## config.mk

```make
export PLATFORM = sky130hd
export DESIGN_NAME = serial_adder_ctrl
export DESIGN_NICKNAME = d
export VERILOG_FILES = /design/src/rtl/serial_adder_ctrl.sv
export SDC_FILE = /design/constraint.sdc
export NUM_CORES = 1
export LEC_CHECK = 0
export BUFFER_PORTS_ARGS = -buffer_cell sky130_fd_sc_hd__buf_4
export CAP_MARGIN = 20
export CORE_MARGIN = 3
export CORE_UTILIZATION = 40
export CTS_BUF_LIST = sky130_fd_sc_hd__clkbuf_16
export DETAILED_ROUTE_END_ITERATION = 16
export GPL_TIMING_DRIVEN = 0
export PLACE_DENSITY = 0.62
export SKIP_LAST_GASP = 1
export SLEW_MARGIN = 40
export SYNTH_ARGS = -nofsm -noshare
export SYNTH_HDL_FRONTEND = slang
export SYNTH_SLANG_ARGS = --single-unit
```

## constraint.sdc

```tcl
create_clock -name clk -period 1.4 [get_ports clk]
set_input_delay 0 -clock clk [delete_from_list [all_inputs] [get_ports clk]]
set_output_delay 0 -clock clk [all_outputs]
set_load 0.01 [all_outputs]
```

## src/rtl/serial_adder_ctrl.sv

```systemverilog
// -----------------------------------------------------------------------------
// serial_adder_ctrl
//
// Bit-serial adder controller. Two WIDTH-bit operands arrive over a valid/ready
// handshake, are added LSB-first one bit per clock by a single full adder
// (two half_adder instances plus an OR), and the WIDTH-bit sum together with
// the final carry is returned over a second valid/ready handshake.
//
// Ports
//   clk        in   1      single clock, rising edge
//   rst_n      in   1      asynchronous active-low reset
//   in_valid   in   1      operands a/b valid
//   in_ready   out  1      controller can accept operands (IDLE only)
//   a, b       in   WIDTH  operands
//   out_valid  out  1      sum/carry_out valid (DONE only)
//   out_ready  in   1      consumer accepts result
//   sum        out  WIDTH  a+b modulo 2^WIDTH, held until the next result
//   carry_out  out  1      carry out of bit WIDTH-1
//   busy       out  1      high in RUN or DONE
//
// Timing
//   Operands accepted at edge T0 -> out_valid high after edge T0+WIDTH.
//   After the result handshake the block spends one cycle in IDLE before it
//   can accept again, so a new pair is never taken on the result edge.
// -----------------------------------------------------------------------------

// -----------------------------------------------------------------------------
// half_adder
//   Combinational half adder: s = x ^ y, c = x & y.
//   Ports: x, y (in, 1 bit); s, c (out, 1 bit).
// -----------------------------------------------------------------------------
module half_adder (
    input  logic x,
    input  logic y,
    output logic s,
    output logic c
);

    assign s = x ^ y;
    assign c = x & y;

endmodule

module serial_adder_ctrl #(
    parameter int WIDTH = 8
) (
    input  logic             clk,
    input  logic             rst_n,
    input  logic             in_valid,
    output logic             in_ready,
    input  logic [WIDTH-1:0] a,
    input  logic [WIDTH-1:0] b,
    output logic             out_valid,
    input  logic             out_ready,
    output logic [WIDTH-1:0] sum,
    output logic             carry_out,
    output logic             busy
);

    // Bit counter needs to reach WIDTH-1; keep at least one bit for WIDTH=1.
    localparam int CW = (WIDTH > 1) ? $clog2(WIDTH) : 1;
    localparam logic [CW-1:0] LAST_CNT = CW'(WIDTH - 1);
    localparam logic [CW-1:0] CNT_ONE  = CW'(1'b1);
    localparam logic [CW-1:0] CNT_ZERO = CW'(1'b0);

    typedef enum logic [1:0] {
        ST_IDLE = 2'd0,
        ST_RUN  = 2'd1,
        ST_DONE = 2'd2
    } state_t;

    state_t           state_r;
    logic [WIDTH-1:0] a_sh_r;
    logic [WIDTH-1:0] b_sh_r;
    logic [WIDTH-1:0] sum_sh_r;
    logic             carry_r;
    logic [CW-1:0]    count_r;

    // Registered copies of every output port.
    logic             in_ready_r;
    logic             out_valid_r;
    logic [WIDTH-1:0] sum_r;
    logic             carry_out_r;
    logic             busy_r;

    // Full-adder slice signals.
    logic             ha0_s_s;
    logic             ha0_c_s;
    logic             bit_sum_s;
    logic             ha1_c_s;
    logic             carry_nxt_s;

    // Sum shift register next value; built from a WIDTH+1 concatenation so
    // that WIDTH=1 needs no special casing of the [WIDTH-1:1] slice.
    logic [WIDTH:0]   sum_cat_s;
    logic [WIDTH-1:0] sum_sh_nxt_s;

    // First half adder: operand bits.
    half_adder u_ha0 (
        .x (a_sh_r[0]),
        .y (b_sh_r[0]),
        .s (ha0_s_s),
        .c (ha0_c_s)
    );

    // Second half adder: partial sum plus the held carry.
    half_adder u_ha1 (
        .x (ha0_s_s),
        .y (carry_r),
        .s (bit_sum_s),
        .c (ha1_c_s)
    );

    // The two half-adder carries can never both be 1, so OR completes the full adder.
    assign carry_nxt_s  = ha0_c_s | ha1_c_s;
    assign sum_cat_s    = {bit_sum_s, sum_sh_r};
    assign sum_sh_nxt_s = WIDTH'(sum_cat_s >> 1'b1);

    // FSM, operand/sum shift registers, carry flop and registered outputs
    always_ff @(posedge clk or negedge rst_n) begin
        if (!rst_n) begin
            state_r     <= ST_IDLE;
            a_sh_r      <= {WIDTH{1'b0}};
            b_sh_r      <= {WIDTH{1'b0}};
            sum_sh_r    <= {WIDTH{1'b0}};
            carry_r     <= 1'b0;
            count_r     <= CNT_ZERO;
            in_ready_r  <= 1'b1;
            out_valid_r <= 1'b0;
            sum_r       <= {WIDTH{1'b0}};
            carry_out_r <= 1'b0;
            busy_r      <= 1'b0;
        end else begin
            case (state_r)
                ST_IDLE: begin
                    if (in_valid && in_ready_r) begin
                        a_sh_r     <= a;
                        b_sh_r     <= b;
                        carry_r    <= 1'b0;
                        count_r    <= CNT_ZERO;
                        state_r    <= ST_RUN;
                        in_ready_r <= 1'b0;
                        busy_r     <= 1'b1;
                    end else begin
                        state_r <= ST_IDLE;
                    end
                end

                ST_RUN: begin
                    a_sh_r   <= a_sh_r >> 1'b1;
                    b_sh_r   <= b_sh_r >> 1'b1;
                    carry_r  <= carry_nxt_s;
                    sum_sh_r <= sum_sh_nxt_s;
                    count_r  <= count_r + CNT_ONE;
                    if (count_r == LAST_CNT) begin
                        // Last bit: publish the completed result together with out_valid.
                        state_r     <= ST_DONE;
                        out_valid_r <= 1'b1;
                        sum_r       <= sum_sh_nxt_s;
                        carry_out_r <= carry_nxt_s;
                    end else begin
                        state_r <= ST_RUN;
                    end
                end

                ST_DONE: begin
                    if (out_ready) begin
                        state_r     <= ST_IDLE;
                        out_valid_r <= 1'b0;
                        in_ready_r  <= 1'b1;
                        busy_r      <= 1'b0;
                    end else begin
                        state_r <= ST_DONE;
                    end
                end

                default: begin
                    // Unreachable encoding: recover to a clean idle state.
                    state_r     <= ST_IDLE;
                    count_r     <= CNT_ZERO;
                    carry_r     <= 1'b0;
                    in_ready_r  <= 1'b1;
                    out_valid_r <= 1'b0;
                    busy_r      <= 1'b0;
                end
            endcase
        end
    end

    assign in_ready  = in_ready_r;
    assign out_valid = out_valid_r;
    assign sum       = sum_r;
    assign carry_out = carry_out_r;
    assign busy      = busy_r;

endmodule

```

### After elaboration in Yosys (flattened, before gate mapping)

Index checks and enable logic that the tools add are counted.

| operators by class | value |
|---|---|
| add/sub/neg operators | 1 |
| multiply operators | 0 |
| div/mod/pow operators | 0 |
| order comparisons | 0 |
| equal/unequal tests | 6 |
| shift-type cells | 0 |
| muxes and demuxes | 19 |
| bitwise operators | 8 |
| reduce and logical (&&, ||, !) cells | 8 |

Operators by type and width:

| kind | count |
|---|---|
| $pmux 8 s2 | 2 |
| $mux 8 | 2 |
| $pmux 1 s3 | 4 |
| $pmux 3 s3 | 1 |
| $mux 1 | 6 |
| $ne 2x2->1 const B | 3 |
| $pmux 2 s3 | 1 |
| $reduce_and 2->1 | 3 |
| $reduce_and 3->1 | 2 |
| $mux 2 | 2 |
| $add 3x1->3 const B | 1 |
| $eq 3x3->1 const B | 1 |
| $mux 3 | 1 |
| $not 1->1 | 3 |
| $and 1x1->1 | 2 |
| $eq 2x1->1 const B | 1 |
| $eq 2x2->1 const B | 1 |
| $logic_not 2->1 | 1 |
| $reduce_bool 2->1 | 1 |
| $xor 1x1->1 | 2 |
| $logic_and 1x1->1 | 1 |
| $or 1x1->1 | 1 |

| storage, ports and cells | value |
|---|---|
| flip-flop bits (word level) | 42 |
| bits in latches | 0 |
| RAM bits | 0 |
| ROM bits | 0 |
| input port bits | 20 |
| output and inout bits | 12 |
| logic and storage cells | 53 |
| memories | 0 |

### Depth between registers and ports, before layout

Gate-level depths: netlist of the first run.

| depth | value |
|---|---|
| depth after elaboration | 4 |
| gate-level depth with buffers | 7 |
| gate-level depth less buffers | 4 |

### Hierarchy

From an unflattened synthesis of the first run, not the netlist that was laid out.

| second synthesis, totals | value |
|---|---|
| cells, all modules | 131 |
| area, all modules | 1899.3 um^2 |

Modules (own cells, without submodules):

| module | times used | cells each | area each (um^2) | seq. area each (um^2) |
|---|---|---|---|---|
| serial_adder_ctrl | 1 | 129 | 1874.3 | 1027.2 |
| half_adder | 2 | 1 | 12.5 | 0.0 |

### Worst setup path before layout of the first run

Ideal clock, no wire load.

| path | value |
|---|---|
| path type | reg-to-reg |
| from | register in_ready_r (netlist: in_ready) |
| to | register b_sh_r[5] |
| library setup time | 125 ps |
| arrival time | 1430 ps |
| required time | 1275 ps |
| path slack | -154 ps |
| cell stages (with the launch flop) | 5 |
| buffers on the path | 1 |
| clock period less this slack | 1554 ps |
| cell sequence | dfstp_2 a21oi_1 nor2_2 buf_4 mux2_2 |

| between the ends | value |
|---|---|
| longest elaborated chain between the ends | 3 |

RTL lines:

| element | line | RTL |
|---|---|---|
| start: declaration | 80 | `logic in_ready_r;` |
| start signal: assignment | 128 | `in_ready_r <= 1'b1;` |
| start signal: assignment | 142 | `in_ready_r <= 1'b0;` |
| start signal: assignment | 170 | `in_ready_r <= 1'b1;` |
| $logic_and 1x1->1 | 136 | `if (in_valid && in_ready_r) begin` |
| $ne 2x2->1 (no source line) | -- |  |
| $reduce_and 2->1 (no source line) | -- |  |
| end signal: assignment | 124 | `b_sh_r <= {WIDTH{1'b0}};` |
| end signal: assignment | 151 | `b_sh_r <= b_sh_r >> 1'b1;` |
| end: declaration | 74 | `logic [WIDTH-1:0] b_sh_r;` |

No other way between the ends.
A chain may end at the register's enable or synchronous reset.

### Worst setup path in the final report of the first run

| path | value |
|---|---|
| from | register state_r[1] |
| to | register b_sh_r[3] |

| between the ends | value |
|---|---|
| longest elaborated chain between the ends | 3 |
| elaborated cells between the ends (all ways) | 6 |
| classes of those cells | eq/ne (2); mux (1); reduce/logical (3) |

RTL lines:

| element | line | RTL |
|---|---|---|
| start: declaration | 72 | `state_t state_r;` |
| start signal: assignment | 122 | `state_r <= ST_IDLE;` |
| start signal: assignment | 141 | `state_r <= ST_RUN;` |
| start signal: assignment | 145 | `state_r <= ST_IDLE;` |
| $eq 2x1->1 / $logic_not 2->1 (equally long branches) | 134 | `case (state_r)` |
| $reduce_bool 2->1 (no source line) / $ne 2x2->1 (equally long branches) | -- |  |
| $reduce_and 2->1 (no source line) | -- |  |

Several ways; a longest one is shown, not always the timed one.

==> flow_summary.ini, run 1 <==
[outcome]
outcome = complete, but fails checks
violations = negative setup slack

[sta]
fin_setup_tns_ns = -0.988
slew_headroom = 0.649
final_hold_viol_count = 0
finalCritPeriodShare = 1.06
setup_ws_ns = -0.0885
slew_violations = 0
tightest_slew_ns = 0.526
skew_ns = 0.00892
fmax_ghz = 0.672
hold_ws_ns = 0.0275
fin_crit_ns = 1.49
rsz0062_at_grt = yes
setup_viol_count_final = 20

[logic_synthesis]
yosys_warnings = 0
synth_area_mm2 = 0.00188
synth_cell_types = 27
ys_seq_area_frac = 0.545
syn_area_per_cell_um2 = 14.3
synth_nets = 155
syn_inst = 132
ys_seq_elements = 41

[layout]
nNetsFinal = 206
stdcell_count = 236
n_antenna_cell = 0
area_delta_synth_final_pct = 39.4
drive_above_1_share = 0.565
fin_util = 0.591

[placed_design]
gp_congestion = 0.786
dp.cells = 215
io_buffers = 31
dp_hpwl_mm = 2.34

[pwr]
power.static_leakage_uw = 0.00128
switching_share = 0.289
p_clk_frac = 0.207
ir_worst_vdd_mv = 0.916
cell_internal_pwr_uw = 4370
net-switching-power_uw = 1780
power_frac_comb = 0.458
powerDensity_mw_per_mm2 = 2340
p_seq_frac = 0.335

[floorplan]
dieHeight_um = 74.6
die_area_mm2 = 0.00557
num_rows = 24
initial_utilization = 0.424
die_w_um = 74.6
io_pins = 32
core_area_mm2 = 0.00444

[drt]
ant_nets = 0
firstDrtPassIters = 4
wl_per_cell_um = 15.8
vias = 1199
routed_wl_mm = 3.72
routed_via_density = 5.08
drc_errors = 0
drt-initial-drc-count = 46

[worst_setup_path]
r2r_slack_ns = -0.09
crit_arrival_ns = 1.65
cp-start-kind = flip-flop
worstPathRequired_ns = 1.56
end_kind = flip-flop
cp_max_fo = 7
critPathKind = reg -> reg

[worst_hold_path]
hp-class = in -> reg

[grt]
antenna_found_initial = 0
grt_max_degree = 42
grt.total_usage = 0.153
grt_first_pass_wirelength_mm = 6.39
first_global_vias = 1284
grt_overflow_total = 0

[clock_tree]
cts.htree.levels = 2
cts_sinks = 41
cts_made_buffers = 5
cts-root-buf = clkbuf_16
path_clk_slew_ns = 0.06
clockBufferDepth = 2
worstSkewPairLatency_ns = 0.28
cts_tree = yes

[flow_run]
drv_cap = 0
## flip-flops by register name, summed over array words and instances (netlist names)
signal	count
a_sh_r	8
b_sh_r	8
busy	1
carry_out	1
carry_r	1
count_r	3
in_ready	1
out_valid	1
state_r	2
sum	8
sum_sh_r	7
## per-stage QoR
step                      power, uW  area (um^2)  worst slack (ns)
after floorplan                3620         1910            -0.112
final                          6150         2630           -0.0885
after detailed placement       4190         2200            -0.190
after global placement         4090         2200            -0.171
after global routing           6550         2630            -0.136
after CTS                      6050         2570            -0.145
## cell families (layout without fill, tap and decap cells)
kind of cell             after synthesis  after routing  share of synthesized area
AO/OA/AOI/OAI                         16             16                     0.0511
buffers and inverters                  9             60                     0.0365
adder cells (fa/ha/maj)                3              3                     0.0239
flip-flops                            41             41                      0.545
AND/OR/NAND/NOR                       19             20                     0.0525
multiplexers                          44             44                      0.291
## final cells by class
type	instances	area, um^2
tap	52	65.1
multi-input combinational	83	921
timing repair buffer	44	373
sequential	41	1030
fill	365	1820
clock inverter	3	38.8
buffer	5	65.1
inverter	3	11.3
clock buffer	5	125
## layout by cell type, fill, tap and decap left out, types with 2 or more instances in the layout
| cell | instances |
|---|---|
| dlygate4sd3_1 | 3 |
| buf_4 | 38 |
| nor2_1 | 2 |
| nand3b_1 | 2 |
| o21ai_0 | 6 |
| dfrtp_1 | 40 |
| inv_1 | 4 |
| buf_8 | 4 |
| clkbuf_16 | 5 |
| a21oi_1 | 3 |
| mux2_2 | 10 |
| nand2_8 | 2 |
| mux2_4 | 34 |
| nand2_1 | 11 |
## path summary, 6_finish.rpt
path	startpoint	endpoint	depth (start not counted)
worst min-delay path	a[7]	a_sh_r[7]	3
max in group asynchronous	rst_n	in_ready	2
min in group asynchronous	rst_n	b_sh_r[4]	2
worst min register to register	b_sh_r[6]	b_sh_r[6]	1
worst max register to register	state_r[1]	b_sh_r[3]	5
worst max-delay path	state_r[1]	b_sh_r[3]	5
## power by group through the flow
stage	combinational, uW	clock, uW	sequential [uW]
floorplan	1590	0	2030
global placement	2070	0	2030
detailed placement	2120	0	2070
CTS	2700	1300	2050
global route	3060	1350	2130
finish	2820	1270	2060
## Yosys cell counts
master | instances | share of area
o22a_1 | 1 | 0.0046
o2bb2ai_1 | 1 | 0.0046
inv_1 | 3 | 0.0060
a21oi_1 | 4 | 0.011
nand2_1 | 11 | 0.022
mux2_2 | 29 | 0.17
and3b_1 | 1 | 0.0046
o22ai_1 | 1 | 0.0033
mux2_1 | 1 | 0.0060
dfstp_2 | 1 | 0.014
mux2_4 | 14 | 0.11
nand2_4 | 1 | 0.0060
nor2b_2 | 1 | 0.0046
a211oi_1 | 1 | 0.0040
o21ai_0 | 6 | 0.016
clkbuf_1 | 1 | 0.0020
nor2_2 | 1 | 0.0033
nand3b_1 | 2 | 0.0080
fa_1 | 1 | 0.011
ha_1 | 2 | 0.013
buf_6 | 1 | 0.0060
buf_12 | 1 | 0.011
o31ai_1 | 1 | 0.0040
dfrtp_1 | 40 | 0.53
a22oi_1 | 1 | 0.0040
nor2_1 | 2 | 0.0040
buf_4 | 3 | 0.012
## repair_timing
action / in CTS / in global routing
gates cloned: 2 / 0
hold buffers: 3 / 0
resized for setup: 26 / 8
buffers inserted: 6 / 3
setup endpoints to repair: 29 / 28
pin swaps: 2 / 0
hold endpoints to repair: 42 / 0
## worst max-delay path, stage by stage, from the launching register on
cell and delay [ns]:
dfrtp_1 0.41, nor2b_4 0.12, buf_6 0.13, buf_8 0.14
mux2_4 0.30, mux2_4 0.26
## per-layer routing
metal | GRT usage | up-vias | wire length [um]
met5 | 0 | - | 0
met4 | 0.0534 | 0 | 48
met3 | 0.0320 | 5 | 138
met2 | 0.243 | 25 | 1810
met1 | 0.209 | 600 | 1730
li1 | - | 569 | -
No activity file was read; power rests on OpenSTA's default activity.
==> run 2: changes to the inputs <==
--- a/config.mk
+++ b/config.mk
@@ -5,6 +5,7 @@
 export SDC_FILE = /design/constraint.sdc
 export NUM_CORES = 1
 export LEC_CHECK = 0
+export ABC_AREA = 1
 export BUFFER_PORTS_ARGS = -buffer_cell sky130_fd_sc_hd__buf_4
 export CAP_MARGIN = 20
 export CORE_MARGIN = 3
@@ -12,7 +13,7 @@
 export CTS_BUF_LIST = sky130_fd_sc_hd__clkbuf_16
 export DETAILED_ROUTE_END_ITERATION = 16
 export GPL_TIMING_DRIVEN = 0
-export PLACE_DENSITY = 0.62
+export PLACE_DENSITY = 0.63
 export SKIP_LAST_GASP = 1
 export SLEW_MARGIN = 40
 export SYNTH_ARGS = -nofsm -noshare
==> run 2 against run 1 <==
Against the previous run:
- the flow now finishes without violations
- design area fell by 11%
- largest power group unchanged
- non-clock buffer count fell by 2
- flip-flop and latch count did not move
- first-iteration DRC count rose to 2.5 times the previous value
- sequential share of layout area rose by 4.7 points
- synthesized area fell by 2.9%
- combinational power fell by 23%
- via count rose by 22%
- synthesized cell count rose by 64%
- wire length fell by 0.38%
- critical endpoint is now sum[5]
==> flow_summary.ini, run 2 <==
[outcome]
outcome = complete, no violations

[clock_tree]
cts-root-buf = clkbuf_16
path_clk_slew_ns = 0.06
cts_made_buffers = 5
worstSkewPairLatency_ns = 0.28
cts_tree = yes
cts.htree.levels = 2
cts_sinks = 41
clockBufferDepth = 2

[pwr]
power_frac_comb = 0.417
net-switching-power_uw = 1990
power.static_leakage_uw = 0.00129
cell_internal_pwr_uw = 3230
powerDensity_mw_per_mm2 = 2220
switching_share = 0.381
ir_worst_vdd_mv = 1.07
total_power_uw = 5220
p_seq_frac = 0.378
p_clk_frac = 0.206

[floorplan]
dieHeight_um = 73.7
die_w_um = 73.7
num_rows = 23
core_area_mm2 = 0.00420
io_pins = 32
die_area_mm2 = 0.00542
initial_utilization = 0.436

[grt]
grt_first_pass_wirelength_mm = 6.24
grt_overflow_total = 0
antenna_found_initial = 0
grt_max_degree = 42
first_global_vias = 1370
grt.total_usage = 0.152

[logic_synthesis]
synth_most_common_cell = nand2_1
syn_area_per_cell_um2 = 8.44
netlist_top_cells_area = dfrtp_1 (55%), nand2_1 (24%), o21ai_0 (4.6%)
yosysTopAreaCellShare = 0.547
syn_inst = 217
synth_top_area_cell = dfrtp_1
synth_nets = 240
ys_top_cells_by_count = nand2_1 (115), dfrtp_1 (40), o21ai_0 (17), inv_1 (14), o21ai_2 (7)
yosys_warnings = 0
ys_seq_area_frac = 0.561
async_flop_share = 1.00
synthFlopType = dfrtp_1
synth_edf_count = 0
synth_cell_types = 19
ys_seq_elements = 41
synth_area_mm2 = 0.00183

[drt]
met3_length_um = 153
firstDrtPassIters = 4
wl_per_cell_um = 11.8
drt-initial-drc-count = 115
met1_length_mm = 1.80
drc_errors = 0
routed_wl_mm = 3.71
routed.top_layer = met4
routed_via_density = 4.65
ant_nets = 0
vias = 1465
met2_wirelength_mm = 1.69

[worst_setup_path]
cp_max_fo = 8
cp-start-kind = flip-flop
rr_startpoint = state_r[0]
path_buf_inv = 2
path_cells = inv_2, nor2_4, nand2_4, buf_4, nand2_1, o21ai_2
crit_start = state_r[0]
cp_slowest_cell = dfrtp_1
slowest_delay_ns = 0.43
reg2reg_depth = 6
crit_arrival_ns = 1.46
r2r_slack_ns = 0.11
worstPathRequired_ns = 1.57
cpLargestDelayFamily = simple AND/OR/NAND/NOR gates
r2r_end = sum[5]
end_kind = flip-flop
critPathKind = reg -> reg

[placed_design]
dp.cells = 298
io_buffers = 31
gp_congestion = 0.759
pre_cts_slack_ns = -0.0182
dp_hpwl_mm = 2.51

[sta]
fin_crit_ns = 1.29
slew_headroom = 0.655
final_hold_viol_count = 0
tightest_slew_ns = 0.518
setup_viol_count_final = 0
setup_ws_ns = 0.105
finalCritPeriodShare = 0.925
slew_violations = 0
skew_ns = 0.00646
fmax_ghz = 0.772

[layout]
fin_util = 0.559
n_antenna_cell = 0
final_common_cell = nand2_1
area_delta_synth_final_pct = 28.4
drive_above_1_share = 0.249
nNetsFinal = 287
final_cell_mix = nand2_1 (115), buf_4 (39), dfrtp_1 (39)
stdcell_count = 315

[worst_hold_path]
hp-start = b[1]
min_to = b_sh_r[1]
hp-class = in -> reg
hold_depth = 5

[flow_run]
drv_cap = 0
==> run 2: stage by stage <==
stage | cell area [um^2] | setup TNS [ns] | hold WS, ns
after floorplan | 1830 | 0 | -0.296
after global placement | 2130 | -0.0555 | 0.0185
after detailed placement | 2130 | -0.0791 | 0.0168
after CTS | 2290 | 0 | 0.0102
after global routing | 2350 | -0.0752 | 0.0276
final | 2350 | 0 | 0.0120
==> run 2: worst min-delay path: cells and delay by family <==
kind	cells	cell delay, ns
simple gates	4	0.18
buf+inv	1	0.07
==> run 2: cell type report <==
| type | instances | area, um^2 |
|---|---|---|
| fillers | 405 | 1850 |
| flip-flops and latches | 41 | 1030 |
| multi-input cells | 153 | 701 |
| repair buffers | 41 | 315 |
| clock buffers | 5 | 125 |
| well taps | 50 | 62.6 |
| inverters | 16 | 60.1 |
| plain buffers | 6 | 45.0 |
| clock inverters | 3 | 12.5 |
==> run 2: worst max path at each step <==
stage,to,slack (ns),cells past startpoint
final,sum[5],0.11,6
after global routing,sum[1],-0.03,6
after CTS,state_r[1],0.008,5
after detailed placement,a_sh_r[1],-0.02,7
after global placement,a_sh_r[0],-0.02,7
after floorplan,a_sh_r[0],0.15,7
==> run 2: power groups by stage <==
stage	logic [uW]	registers, uW	clock network [uW]
5_1_grt	2520	2050	1150
4_1_cts	2090	1970	1100
3_5_place_dp	2090	1990	0
3_3_place_gp	2050	1980	0
2_1_floorplan	1370	2010	0
6_report	2170	1970	1070
==> run 2: repair_timing <==
action                                 4_1_cts  5_1_grt
setup endpoints to repair                   10       27
endpoints found under the hold margin       42        0
gates resized for setup                      0        4
pin swaps                                    0        2
hold buffers                                 3        0
setup buffers                                0        7
==> run 2: kinds of logic (layout without fill, tap and decap cells) <==
kind of cell	count (synthesis)	after routing	share of synthesized area
buffers and inverters	23	71	0.0602
flip-flops	41	41	0.561
AO/OA/AOI/OAI	25	25	0.0827
adder cells (fa/ha/maj)	3	3	0.0246
AND/OR/NAND/NOR	125	125	0.271
==> run 2: routing by layer <==
| metal | vias to the layer above | track usage |
|---|---|---|
| met2 | 25 | 0.224 |
| met3 | 7 | 0.0451 |
| met1 | 672 | 0.209 |
| met4 | 0 | 0.0604 |
| met5 | - | 0 |
| li1 | 761 | - |
==> run 3: changes to the inputs <==
--- a/config.mk
+++ b/config.mk
@@ -11,11 +11,14 @@
 export CORE_MARGIN = 3
 export CORE_UTILIZATION = 40
 export CTS_BUF_LIST = sky130_fd_sc_hd__clkbuf_16
+export CTS_CLUSTER_SIZE = 10
 export DETAILED_ROUTE_END_ITERATION = 16
+export GPL_ROUTABILITY_DRIVEN = 1
 export GPL_TIMING_DRIVEN = 0
-export PLACE_DENSITY = 0.63
+export PLACE_DENSITY = 0.62
 export SKIP_LAST_GASP = 1
 export SLEW_MARGIN = 40
 export SYNTH_ARGS = -nofsm -noshare
 export SYNTH_HDL_FRONTEND = slang
+export SYNTH_HIERARCHICAL = 1
 export SYNTH_SLANG_ARGS = --single-unit
==> run 3 against run 2 <==
Against the previous run:
- die area rose by 2.8%
- worst setup slack got worse by 0.048 ns
- clock power rose by 17%
- register-to-register slack got worse by 0.05 ns
- synthesized area rose by 3.1%
- power rose by 11%
- combinational power rose by 15%
- critical path type unchanged
- highest routed layer unchanged
==> flow_summary.ini, run 3 <==
[outcome]
outcome = complete, no violations

[grt]
grt.total_usage = 0.151
antenna_found_initial = 0
grt_first_pass_wirelength_mm = 6.32
grt_overflow_total = 0
grt_max_degree = 42
first_global_vias = 1405

[pwr]
ir_worst_vdd_mv = 1.14
power_frac_comb = 0.431
power.static_leakage_uw = 0.00131
switching_share = 0.380
powerDensity_mw_per_mm2 = 2420
total_power_uw = 5790
cell_internal_pwr_uw = 3590
p_clk_frac = 0.217
net-switching-power_uw = 2200
p_seq_frac = 0.352

[clock_tree]
cts.htree.levels = 2
path_clk_slew_ns = 0.06
cts_made_buffers = 5
cts_sinks = 41
clockBufferDepth = 2
cts_tree = yes
worstSkewPairLatency_ns = 0.28
cts-root-buf = clkbuf_16
cts_setup_buffers = 0

[drt]
wl_per_cell_um = 11.7
drc_errors = 0
ant_nets = 0
routed_wl_mm = 3.69
drt-initial-drc-count = 94
firstDrtPassIters = 4
vias = 1462
routed_via_density = 4.64

[logic_synthesis]
synth_cell_types = 19
ys_top_cells_by_count = nand2_1 (119), dfrtp_1 (40), o21ai_0 (14), inv_1 (12), o21ai_2 (7)
syn_area_per_cell_um2 = 8.54
netlist_top_cells_area = dfrtp_1 (53%), nand2_1 (24%), o21ai_0 (3.7%)
synthFlopType = dfrtp_1
synth_edf_count = 0
ys_seq_area_frac = 0.544
yosysTopAreaCellShare = 0.531
async_flop_share = 1.00
synth_top_area_cell = dfrtp_1
synth_nets = 245
yosys_warnings = 6
synth_most_common_cell = nand2_1
synth_area_mm2 = 0.00189
ys_seq_elements = 41
syn_inst = 221

[worst_setup_path]
crit_arrival_ns = 1.50
rr_startpoint = a_sh_r[0]
critPathKind = reg -> reg
crit_start = a_sh_r[0]
crit_path_end = carry_r
worstPathRequired_ns = 1.56
r2r_end = carry_r
reg2reg_depth = 5
cp-start-kind = flip-flop
r2r_slack_ns = 0.06
cp_max_fo = 2
end_kind = flip-flop

[floorplan]
dieHeight_um = 74.7
die_area_mm2 = 0.00558
io_pins = 32
initial_utilization = 0.425
die_w_um = 74.7
core_area_mm2 = 0.00444
num_rows = 24

[sta]
slew_headroom = 0.658
slew_violations = 0
fin_crit_ns = 1.34
finalCritPeriodShare = 0.959
setup_viol_count_final = 0
fmax_ghz = 0.745
skew_ns = 0.00541
final_hold_viol_count = 0
tightest_slew_ns = 0.514
rsz0062_at_grt = no

[layout]
n_antenna_cell = 0
drive_above_1_share = 0.243
area_delta_synth_final_pct = 27.0
nNetsFinal = 286
final_cell_mix = nand2_1 (118), dfrtp_1 (40), buf_4 (31)
fin_util = 0.539
final_common_cell = nand2_1

[worst_hold_path]
hold_depth = 5
hp-class = in -> reg

[placed_design]
gp_congestion = 0.774
dp_hpwl_mm = 2.61
io_buffers = 31

[flow_run]
drv_cap = 0
## run 3: changes by cell type after synthesis, sizes merged
cell,delta
fa,-1
or2,+1
o21ai,-3
clkinv,+1
nand2,+4
ha,+2
## run 3: worst min-delay path by stage
| stage | start | endpoint | slack (ns) |
|---|---|---|---|
| 3_3_place_gp | rst_n | a_sh_r[2] | 0.01 |
| 2_1_floorplan | rst_n | a_sh_r[0] | -0.30 |
| 5_1_grt | a[4] | a_sh_r[4] | 0.02 |
| 4_1_cts | a[2] | a_sh_r[2] | 0.004 |
| 3_5_place_dp | rst_n | a_sh_r[2] | 0.01 |
| 6_report | a[4] | a_sh_r[4] | 0.005 |
## run 3: cell families (layout without fill, tap and decap cells)
family	Yosys count	in the layout	synth area share
buf+inv	24	66	0.0723
simple gates	130	130	0.284
compound gates	22	22	0.0723
flops	41	41	0.544
fa+ha+maj	4	4	0.0265
## run 3: metrics by stage
stage	hold WS [ns]	setup slack (ns)	instances	setup TNS, ns	area [um^2]
global placement	0.0148	-0.0207	304	-0.167	2180
floorplan	-0.296	0.0591	221	0	1890
CTS	0.00419	0.00500	315	0	2380
finish	0.00537	0.0570	315	0	2400
detailed placement	0.0149	-0.0365	304	-0.300	2180
global route	0.0185	0.00184	315	0	2400
## run 3: timing repair
action / in CTS / in global routing
hold buffers: 3 / 0
pin swaps: 1 / 1
endpoints found under the hold margin: 42 / 0
resized for setup: 2 / 6
endpoints found under the setup margin: 11 / 17
## run 3: area by class of cell
| type | instances | area (um^2) |
|---|---|---|
| sequential | 41 | 1030 |
| fill | 417 | 2050 |
| timing repair buffer | 34 | 263 |
| inverter | 17 | 72.6 |
| tap | 52 | 65.1 |
| clock inverter | 3 | 37.5 |
| buffer | 7 | 77.6 |
| clock buffer | 5 | 125 |
| multi-input combinational | 156 | 728 |
## run 3: power by group through the flow
stage                     logic, uW  clock network [uW]  registers [uW]
final                          2500                1250            2040
after global placement         2450                   0            2040
after detailed placement       2490                   0            2050
after CTS                      2530                1290            2040
after global routing           2870                1340            2110
after floorplan                1690                   0            2080
## run 3: worst max-delay path, stage by stage, from the launching register on
cell     delay, ns
dfrtp_1       0.38
ha_1          0.29
ha_1          0.18
or2_4         0.25
nand2_1       0.05
o21ai_0       0.07
## run 3: per-layer routing
| metal | up-vias | wire, um | GRT usage |
|---|---|---|---|
| met2 | 21 | 1710 | 0.242 |
| met4 | 0 | 70 | 0.0593 |
| met3 | 6 | 137 | 0.0454 |
| met1 | 668 | 1770 | 0.193 |
| met5 | - | 0 | 0 |
| li1 | 767 | - | - |
